==> config.mk <==
export PLATFORM = sky130hd
export DESIGN_NAME = lsu_dtcm
export DESIGN_NICKNAME = d
export VERILOG_FILES = /design/src/rtl/lsu_dtcm.sv
export SDC_FILE = /design/constraint.sdc
export NUM_CORES = 1
export LEC_CHECK = 0
export CAP_MARGIN = 10
export CORE_MARGIN = 5
export CORE_UTILIZATION = 31
export DETAILED_ROUTE_END_ITERATION = 7
export PLACE_DENSITY = 0.88
export SLEW_MARGIN = 20
export SYNTH_ARGS = -nofsm -noshare
export SYNTH_HDL_FRONTEND = slang
export SYNTH_SLANG_ARGS = --single-unit
==> constraint.sdc <==
create_clock -name i_clk -period 4.2 [get_ports i_clk]
set_input_delay 0.42 -clock i_clk [delete_from_list [all_inputs] [get_ports i_clk]]
set_output_delay 0.42 -clock i_clk [all_outputs]
set_load 0.1 [all_outputs]
==> src/rtl/lsu_dtcm.sv <==
// Load/store unit between the execute stage and the data TCM: lane steering, read alignment/extension.
// MISALIGN_SPLIT_EN: when defined, word-crossing accesses are split into two TCM accesses; otherwise they error.
module lsu_dtcm #(
    parameter int MEM_ADDR_BITS = 12
) (
    input  logic        i_clk,
    input  logic        i_reset,
    input  logic        i_req_valid,
    output logic        o_req_ready,
    input  logic        i_req_we,
    input  logic [1:0]  i_req_size,
    input  logic        i_req_unsigned,
    input  logic [31:0] i_req_addr,
    input  logic [31:0] i_req_wdata,
    output logic        o_rsp_valid,
    output logic [31:0] o_rsp_rdata,
    output logic        o_rsp_err,
    output logic [31:0] o_mem_addr,
    output logic [3:0]  o_mem_wen,
    output logic [31:0] o_mem_wdata,
    input  logic [31:0] i_mem_rdata
);
    localparam int IDX_W = MEM_ADDR_BITS - 2;

    typedef enum logic [1:0] {
        S_IDLE   = 2'd0,
        S_RESP   = 2'd1,
        S_SPLIT2 = 2'd2
    } state_t;

    state_t      r_state;
    state_t      w_state_next;

    logic [3:0]  w_base;
    logic [7:0]  w_en;
    logic        w_cross;
    logic        w_accept;

    logic        r_we;
    logic [1:0]  r_size;
    logic        r_unsigned;
    logic [1:0]  r_off;
    logic        r_cross;

    logic [31:0] w_aligned;
    logic [31:0] w_extended;

    always_comb begin
        case (i_req_size)
            2'd0:    w_base = 4'b0001;
            2'd1:    w_base = 4'b0011;
            default: w_base = 4'b1111;
        endcase
    end

    // Upper nibble of the shifted enable vector belongs to the next word.
    assign w_en     = {4'b0000, w_base} << i_req_addr[1:0];
    assign w_cross  = |w_en[7:4];
    assign w_accept = i_req_valid & (r_state == S_IDLE) & ~i_reset;
    assign o_req_ready = (r_state == S_IDLE) & ~i_reset;

`ifdef MISALIGN_SPLIT_EN
    logic [29:0]      r_word_addr;
    logic [3:0]       r_wen_hi;
    logic [31:0]      r_wdata_hi;
    logic [31:0]      r_lo_buf;
    logic [5:0]       w_hi_shamt;
    logic [IDX_W-1:0] w_idx_next;
    logic [31:0]      w_addr2;
    logic [63:0]      w_merge;

    assign w_hi_shamt = 6'd32 - {1'b0, i_req_addr[1:0], 3'b000};
    assign w_idx_next = r_word_addr[IDX_W-1:0] + IDX_W'(1);

    // Second word wraps inside the TCM window; bits above it pass through.
    generate
        if (MEM_ADDR_BITS < 32) begin : g_addr_hi
            assign w_addr2 = {r_word_addr[29:IDX_W], w_idx_next, 2'b00};
        end else begin : g_addr_full
            assign w_addr2 = {w_idx_next, 2'b00};
        end
    endgenerate

    assign w_merge   = r_cross ? {i_mem_rdata, r_lo_buf} : {32'h0000_0000, i_mem_rdata};
    assign w_aligned = w_merge[{r_off, 3'b000} +: 32];
`else
    assign w_aligned = i_mem_rdata >> {r_off, 3'b000};
`endif

    always_comb begin
        case (r_size)
            2'd0:    w_extended = {{24{~r_unsigned & w_aligned[7]}}, w_aligned[7:0]};
            2'd1:    w_extended = {{16{~r_unsigned & w_aligned[15]}}, w_aligned[15:0]};
            default: w_extended = w_aligned;
        endcase
    end

    always_comb begin
        w_state_next = r_state;
        o_mem_addr   = {i_req_addr[31:2], 2'b00};
        o_mem_wen    = 4'b0000;
        o_mem_wdata  = i_req_wdata << {i_req_addr[1:0], 3'b000};
        o_rsp_valid  = 1'b0;
        o_rsp_err    = 1'b0;
        o_rsp_rdata  = 32'h0000_0000;
        case (r_state)
            S_IDLE: begin
                if (w_accept) begin
`ifdef MISALIGN_SPLIT_EN
                    w_state_next = w_cross ? S_SPLIT2 : S_RESP;
                    if (i_req_we) begin
                        o_mem_wen = w_en[3:0];
                    end
`else
                    w_state_next = S_RESP;
                    if (i_req_we && !w_cross) begin
                        o_mem_wen = w_en[3:0];
                    end
`endif
                end
            end
`ifdef MISALIGN_SPLIT_EN
            S_SPLIT2: begin
                w_state_next = S_RESP;
                o_mem_addr   = w_addr2;
                o_mem_wdata  = r_wdata_hi;
                if (r_we && !i_reset) begin
                    o_mem_wen = r_wen_hi;
                end
            end
`endif
            S_RESP: begin
                w_state_next = S_IDLE;
                o_rsp_valid  = ~i_reset;
`ifdef MISALIGN_SPLIT_EN
                if (!i_reset && !r_we) begin
                    o_rsp_rdata = w_extended;
                end
`else
                o_rsp_err = ~i_reset & r_cross;
                if (!i_reset && !r_we && !r_cross) begin
                    o_rsp_rdata = w_extended;
                end
`endif
            end
            default: w_state_next = S_IDLE;
        endcase
    end

    always_ff @(posedge i_clk) begin
        if (i_reset) begin
            r_state    <= S_IDLE;
            r_we       <= 1'b0;
            r_size     <= 2'd0;
            r_unsigned <= 1'b0;
            r_off      <= 2'd0;
            r_cross    <= 1'b0;
`ifdef MISALIGN_SPLIT_EN
            r_word_addr <= 30'd0;
            r_wen_hi    <= 4'b0000;
            r_wdata_hi  <= 32'h0000_0000;
            r_lo_buf    <= 32'h0000_0000;
`endif
        end else begin
            r_state <= w_state_next;
            if (w_accept) begin
                r_we       <= i_req_we;
                r_size     <= i_req_size;
                r_unsigned <= i_req_unsigned;
                r_off      <= i_req_addr[1:0];
                r_cross    <= w_cross;
`ifdef MISALIGN_SPLIT_EN
                r_word_addr <= i_req_addr[31:2];
                r_wen_hi    <= w_en[7:4];
                r_wdata_hi  <= i_req_wdata >> w_hi_shamt;
`endif
            end
`ifdef MISALIGN_SPLIT_EN
            // First word's read data arrives while the second address is on the bus.
            if (r_state == S_SPLIT2) begin
                r_lo_buf <= i_mem_rdata;
            end
`endif
        end
    end
endmodule
==> run_results.csv, run 1 <==
group,metric,value,unit
power_and_ir_drop,max-vdd-ir-drop,0.149,mV
timing,hold_slack,0.465,ns
synthesis,syn_inst,279,
critical_path,cp-end-kind,"primary output",
die,die_w,88.0,um
synthesis,synth-seq-cells,8,
layout,fin_nets,477,
place,hpwl,5780,um
global_route,first_global_vias,2149,
die,core_area,5920,um^2
power_and_ir_drop,total_power,0.700,mW
layout,final_cells,447,
timing,period_share,80.8,%
cts,ctsHoldBuffers,0,
synthesis,synth-seq-area-share,8.49,%
timing,finalWorstSetupSlack,0.808,ns
timing,worst_slew_pin_slew,0.978,ns
timing,max_slew_margin,34.6,%
layout,post-route-util,54.0,%
routing,routedWlPerCell,15.6,um
cts,h-tree-depth,1,
die,die_y,88.0,um
power_and_ir_drop,power_density,219,nW/um^2
layout,final_layout_size_suffix_gt1_share,22.6,%
timing,clock.fmax,295,MHz
layout,fillers,574,
synthesis,netlist_area,1890,um^2
cts,cts_resized,0,
synthesis,synth_warnings,0,
layout,antenna_cells,0,
cts,cts_tree,"yes",
routing,vias,2294,
routing,dr.pass1.iters,4,
critical_path,worstPathRequired,3.78,ns
place,dp_worst_setup_slack,0.799,ns
routing,drt_iter0_drc,78,
timing,layout_min_cycle_time,3.39,ns
critical_path,crit_path_max_fanout,18,
synthesis,synth_edf_count,0,
global_route,grt_antenna_before_repair,0,
die,dieArea,7750,um^2
global_route,grt_max_degree,45,
cts,cts_max_path_buffers,2,
cts,cts.clk_slew.worst_paths,0.04,ns
global_route,grt.overflow.total,0,
power_and_ir_drop,p_leak,1.36,nW
die,row_count,28,
place,placed_cells,444,
place,place_area,3150,um^2
critical_path,rrSetupSlack,2.91,ns
routing,route.detailed.drc,0,
synthesis,async_reset_ff_share,0,%
cts,cts_root_buf,"clkbuf_8",
cts,worst_skew_pair.late_latency,0.23,ns
routing,viasPerCell,5.13,
routing,antenna_left,0,
die,start_util,31.9,%
status,outcome,"completed",
timing,setup_violations,0,
timing,setup_tns,0,ns
hold_path,hold_class,"reg -> reg",
synthesis,synth_most_common_cell,"mux2i_1",
critical_path,cp_data_arrival_time,2.97,ns
die,ioPinCount,206,
global_route,grt_pass1_wl,10300,um
synthesis,ys_types,34,
synthesis,synth_flop_cell,"dfxtp_1",
layout,finalInstanceArea,3200,um^2
critical_path,start_kind,"primary input",
timing,slew_violations,0,
synthesis,syn_avg_cell_area,6.76,um^2
synthesis,synth_top_area_cell,"mux2i_1",
cts,clock-sinks,8,
cts,cts_buffers,3,
critical_path,path_class,"in -> out",
layout,syn_to_final_growth,69.4,%
place,port_buffers,143,
routing,wl,6990,um
job,drv_cap,0,
cts,post-cts-setup-buffers,0,
timing,rsz0062_at_grt,"false",
synthesis,synth_common_cells,"34 x mux2i_1, 32 x buf_4, 27 x o21ai_0",
timing,hold_viol,0,
global_route,grt_use_total,16.4,%
place,routabilityCongestion,0.847,
synthesis,synth_top_area_share,18.0,%
synthesis,synth_area_leaders,"mux2i_1 18%, buf_4 13%, a211oi_1 8.8%",
timing,skew,0.000710,ns
[sequential cells by signal (all words and copies together) (netlist names)]
name / cells
r_off: 2
r_size: 2
r_cross: 1
r_state: 1
r_unsigned: 1
r_we: 1
[cell type report]
type                            instances  area, um^2  share of cell area (%)
Timing Repair Buffer                  147        1500                    46.9
Multi-Input combinational cell        211        1390                    43.5
Sequential cell                         8         160                    5.01
Tap cell                               75        93.8                    2.94
Clock buffer                            3        41.3                    1.29
Inverter                                3        11.3                   0.352
[per-layer routing]
metal | global-route usage, % | routed length, um | share of wire (%) | vias up
met1 | 18.3 | 2740 | 39 | 1028
met3 | 3.20 | 698 | 10 | 16
met4 | 5.91 | 132 | 1.9 | 0
met5 | 0 | 0 | 0 | -
met2 | 30.6 | 3420 | 49 | 117
li1 | - | - | - | 1133
[logic make-up (layout without fill, tap and decap cells)]
kind of cell,Yosys count,after routing,synth area share (%)
xor+xnor,1,1,0.464
simple gates,88,88,24.7
buf+inv,61,153,18.6
compound gates,84,84,28.3
flops,8,8,8.49
other cells,1,2,0.199
mux,36,36,19.2
[path summary, 6_finish.rpt]
check / startpoint / endpoint / cells past startpoint
worst max-delay path: i_reset / o_rsp_rdata[20] / 7
worst min register to register: r_we$_SDFFE_PP0P_ / r_we$_SDFFE_PP0P_ / 2
worst min-delay path: r_we$_SDFFE_PP0P_ / r_we$_SDFFE_PP0P_ / 2
worst max register to register: r_state[0]$_SDFFE_PN0P_ / r_off[1]$_SDFFE_PP0P_ / 4
[report_power, final]
part	total [mW]	leakage (nW)	internal [mW]	switching, mW
registers	0.0866	0.0660	0.0817	0.00490
clock network	0.0912	0.0216	0.0620	0.0292
logic	0.523	1.27	0.163	0.360
[cells in the final DEF, fill, tap and decap left out]
master	netlist	final
buf_12	0	17
a2111oi_4	1	1
inv_1	3	3
a211oi_1	22	22
a21oi_1	20	20
buf_4	32	55
clkbuf_8	0	3
mux2i_1	34	34
or3_1	1	1
a2111oi_2	0	1
nor2b_1	18	18
a22oi_1	1	1
buf_2	2	1
nand2b_1	2	2
nor3_2	0	1
or3_4	1	1
nor3b_1	2	2
a21o_1	8	8
nor2_2	1	1
mux2_2	2	2
xnor2_1	1	1
and3b_1	1	1
or3b_1	1	1
o21ai_1	2	2
nor2_1	22	22
clkdlybuf4s50_1	0	74
nand2_1	17	17
or4b_1	1	1
nor3_1	3	2
conb_1	1	2
a2bb2oi_1	1	1
o21ai_0	27	27
a2111o_1	1	1
and2_1	17	17
or2_2	1	1
dfxtp_1	8	8
[critical path, cell delays in order]
cell	delay, ns
clkdlybuf4s50_1	0.49
or4b_1	0.50
buf_4	0.22
or3_4	0.37
a2111o_1	0.53
o21ai_0	0.21
buf_12	0.23
(Power assumes the default switching activity.)
==> run 2, diff against run 1 <==
CORE_UTILIZATION = 29   (was 31)
PLACE_DENSITY = 0.83   (was 0.88)
clock period = 3.55 ns   (was 4.2 ns; I/O delays follow)
==> run_results.csv, run 2 (same netlist as run 1, synthesis figures left out) <==
group,metric,value,unit
timing,hold_viol,0,
power_and_ir_drop,power_density,246,nW/um^2
die,dieArea,8220,um^2
cts,worst_skew_pair.late_latency,0.23,ns
job,drv_cap,0,
timing,setup_violations,0,
timing,hold_slack,0.467,ns
timing,max_slew_margin,38.8,%
critical_path,path_class,"in -> out",
cts,cts_root_buf,"clkbuf_8",
layout,syn_to_final_growth,88.9,%
cts,post-cts-setup-buffers,0,
layout,mostFrequentLayoutCell,"clkdlybuf4s50_1",
place,routabilityCongestion,0.771,
layout,post-route-util,56.1,%
layout,fillers,552,
critical_path,start_kind,"primary input",
cts,cts_max_path_buffers,2,
timing,layout_min_cycle_time,3.20,ns
routing,dr.pass1.iters,4,
timing,worst_slew_pin_slew,0.917,ns
global_route,grt_max_degree,45,
critical_path,crit_path_max_fanout,8,
cts,cts.clk_slew.worst_paths,0.04,ns
cts,ctsHoldBuffers,0,
routing,antenna_left,0,
power_and_ir_drop,max-vdd-ir-drop,0.241,mV
global_route,grt.overflow.total,0,
layout,antenna_cells,0,
hold_path,min_from,"r_we$_SDFFE_PP0P_",
cts,cts_resized,0,
cts,cts_tree,"yes",
cts,h-tree-depth,1,
die,die_y,90.7,um
cts,clock-sinks,8,
die,start_util,29.7,%
critical_path,cp-end-kind,"primary output",
critical_path,worstPathRequired,3.19,ns
timing,skew,0.00169,ns
routing,wl,7310,um
timing,rsz0062_at_grt,"false",
timing,setup_tns,0,ns
critical_path,cp_data_arrival_time,2.85,ns
routing,drt_iter0_drc,59,
power_and_ir_drop,p_leak,1.46,nW
timing,period_share,90.2,%
timing,clock.fmax,312,MHz
status,outcome,"completed",
place,port_buffers,143,
global_route,first_global_vias,2321,
routing,vias,2314,
global_route,grt_use_total,16.8,%
die,core_area,6350,um^2
timing,slew_violations,0,
die,ioPinCount,206,
routing,route.detailed.drc,0,
die,die_w,90.7,um
layout,final_cell_mix,"71 x clkdlybuf4s50_1, 44 x buf_12, 34 x mux2i_1",
routing,routedWlPerCell,16.2,um
cts,cts_buffers,3,
routing,viasPerCell,5.13,
die,row_count,29,
critical_path,crit_start,"i_reset",
layout,largestRegisters,"r_off: 2 flops, r_size: 2 flops",
global_route,grt_antenna_before_repair,0,
hold_path,hold_class,"reg -> reg",
power_and_ir_drop,total_power,0.877,mW
layout,fin_nets,479,
layout,final_layout_size_suffix_gt1_share,24.3,%
place,hpwl,6240,um
critical_path,r2r_start,"r_state[0]$_SDFFE_PN0P_",
global_route,grt_pass1_wl,11500,um
run 2: changes by cell type in the layout (fill, tap and decap cells not counted):
cell	delta
a2111oi_2	-1
a2111oi_4	+1
a211oi_1	-1
a211oi_2	+1
buf_12	+27
buf_4	-22
clkdlybuf4s50_1	-3
nor2_1	-1
nor2_2	+1
o21ai_0	-8
o21ai_1	+8
run 2: report_power, final:
group	internal [mW]	switching, mW	total [mW]
Clock	0.0732	0.0332	0.106
Sequential	0.0967	0.00585	0.103
Combinational	0.231	0.438	0.669
Total	0.400	0.477	0.877
run 2: worst max-delay path: stages:
cell	delay, ns
clkdlybuf4s50_1	0.50
or4b_1	0.58
or3_4	0.37
a2111oi_4	0.65
a21o_1	0.20
buf_12	0.18
run 2: stage by stage:
step	cell area (um^2)	setup WS, ns	instances
2_1_floorplan	1920	-0.450	280
3_3_place_gp	3520	0.380	448
3_5_place_dp	3520	0.334	448
4_1_cts	3560	0.328	451
5_1_grt	3560	0.214	451
6_report	3560	0.347	451
run 2: worst paths after layout:
| kind | end | slack, ns | depth (start not counted) |
|---|---|---|---|
| max | o_rsp_rdata[26] | 0.35 | 6 |
| min | r_we$_SDFFE_PP0P_ | 0.47 | 2 |
| max reg2reg | r_we$_SDFFE_PP0P_ | 2.28 | 4 |
| min reg2reg | r_we$_SDFFE_PP0P_ | 0.47 | 2 |
run 2: cell type report:
cell class / instances / area (um^2) / share of cell area (%)
clock buffers: 3 / 41.3 / 1.16
inverters: 3 / 11.3 / 0.316
multi-input cells: 211 / 1410 / 39.6
flip-flops and latches: 8 / 160 / 4.49
well taps: 77 / 96.3 / 2.70
repair buffers: 149 / 1840 / 51.8
run 2: metal layers:
metal / track usage (%) / up-vias / wire, um
li1: - / 1142 / -
met1: 17.3 / 1040 / 2620
met2: 30.7 / 118 / 3800
met3: 6.08 / 14 / 738
met4: 5.96 / 0 / 155
met5: 0 / - / 0
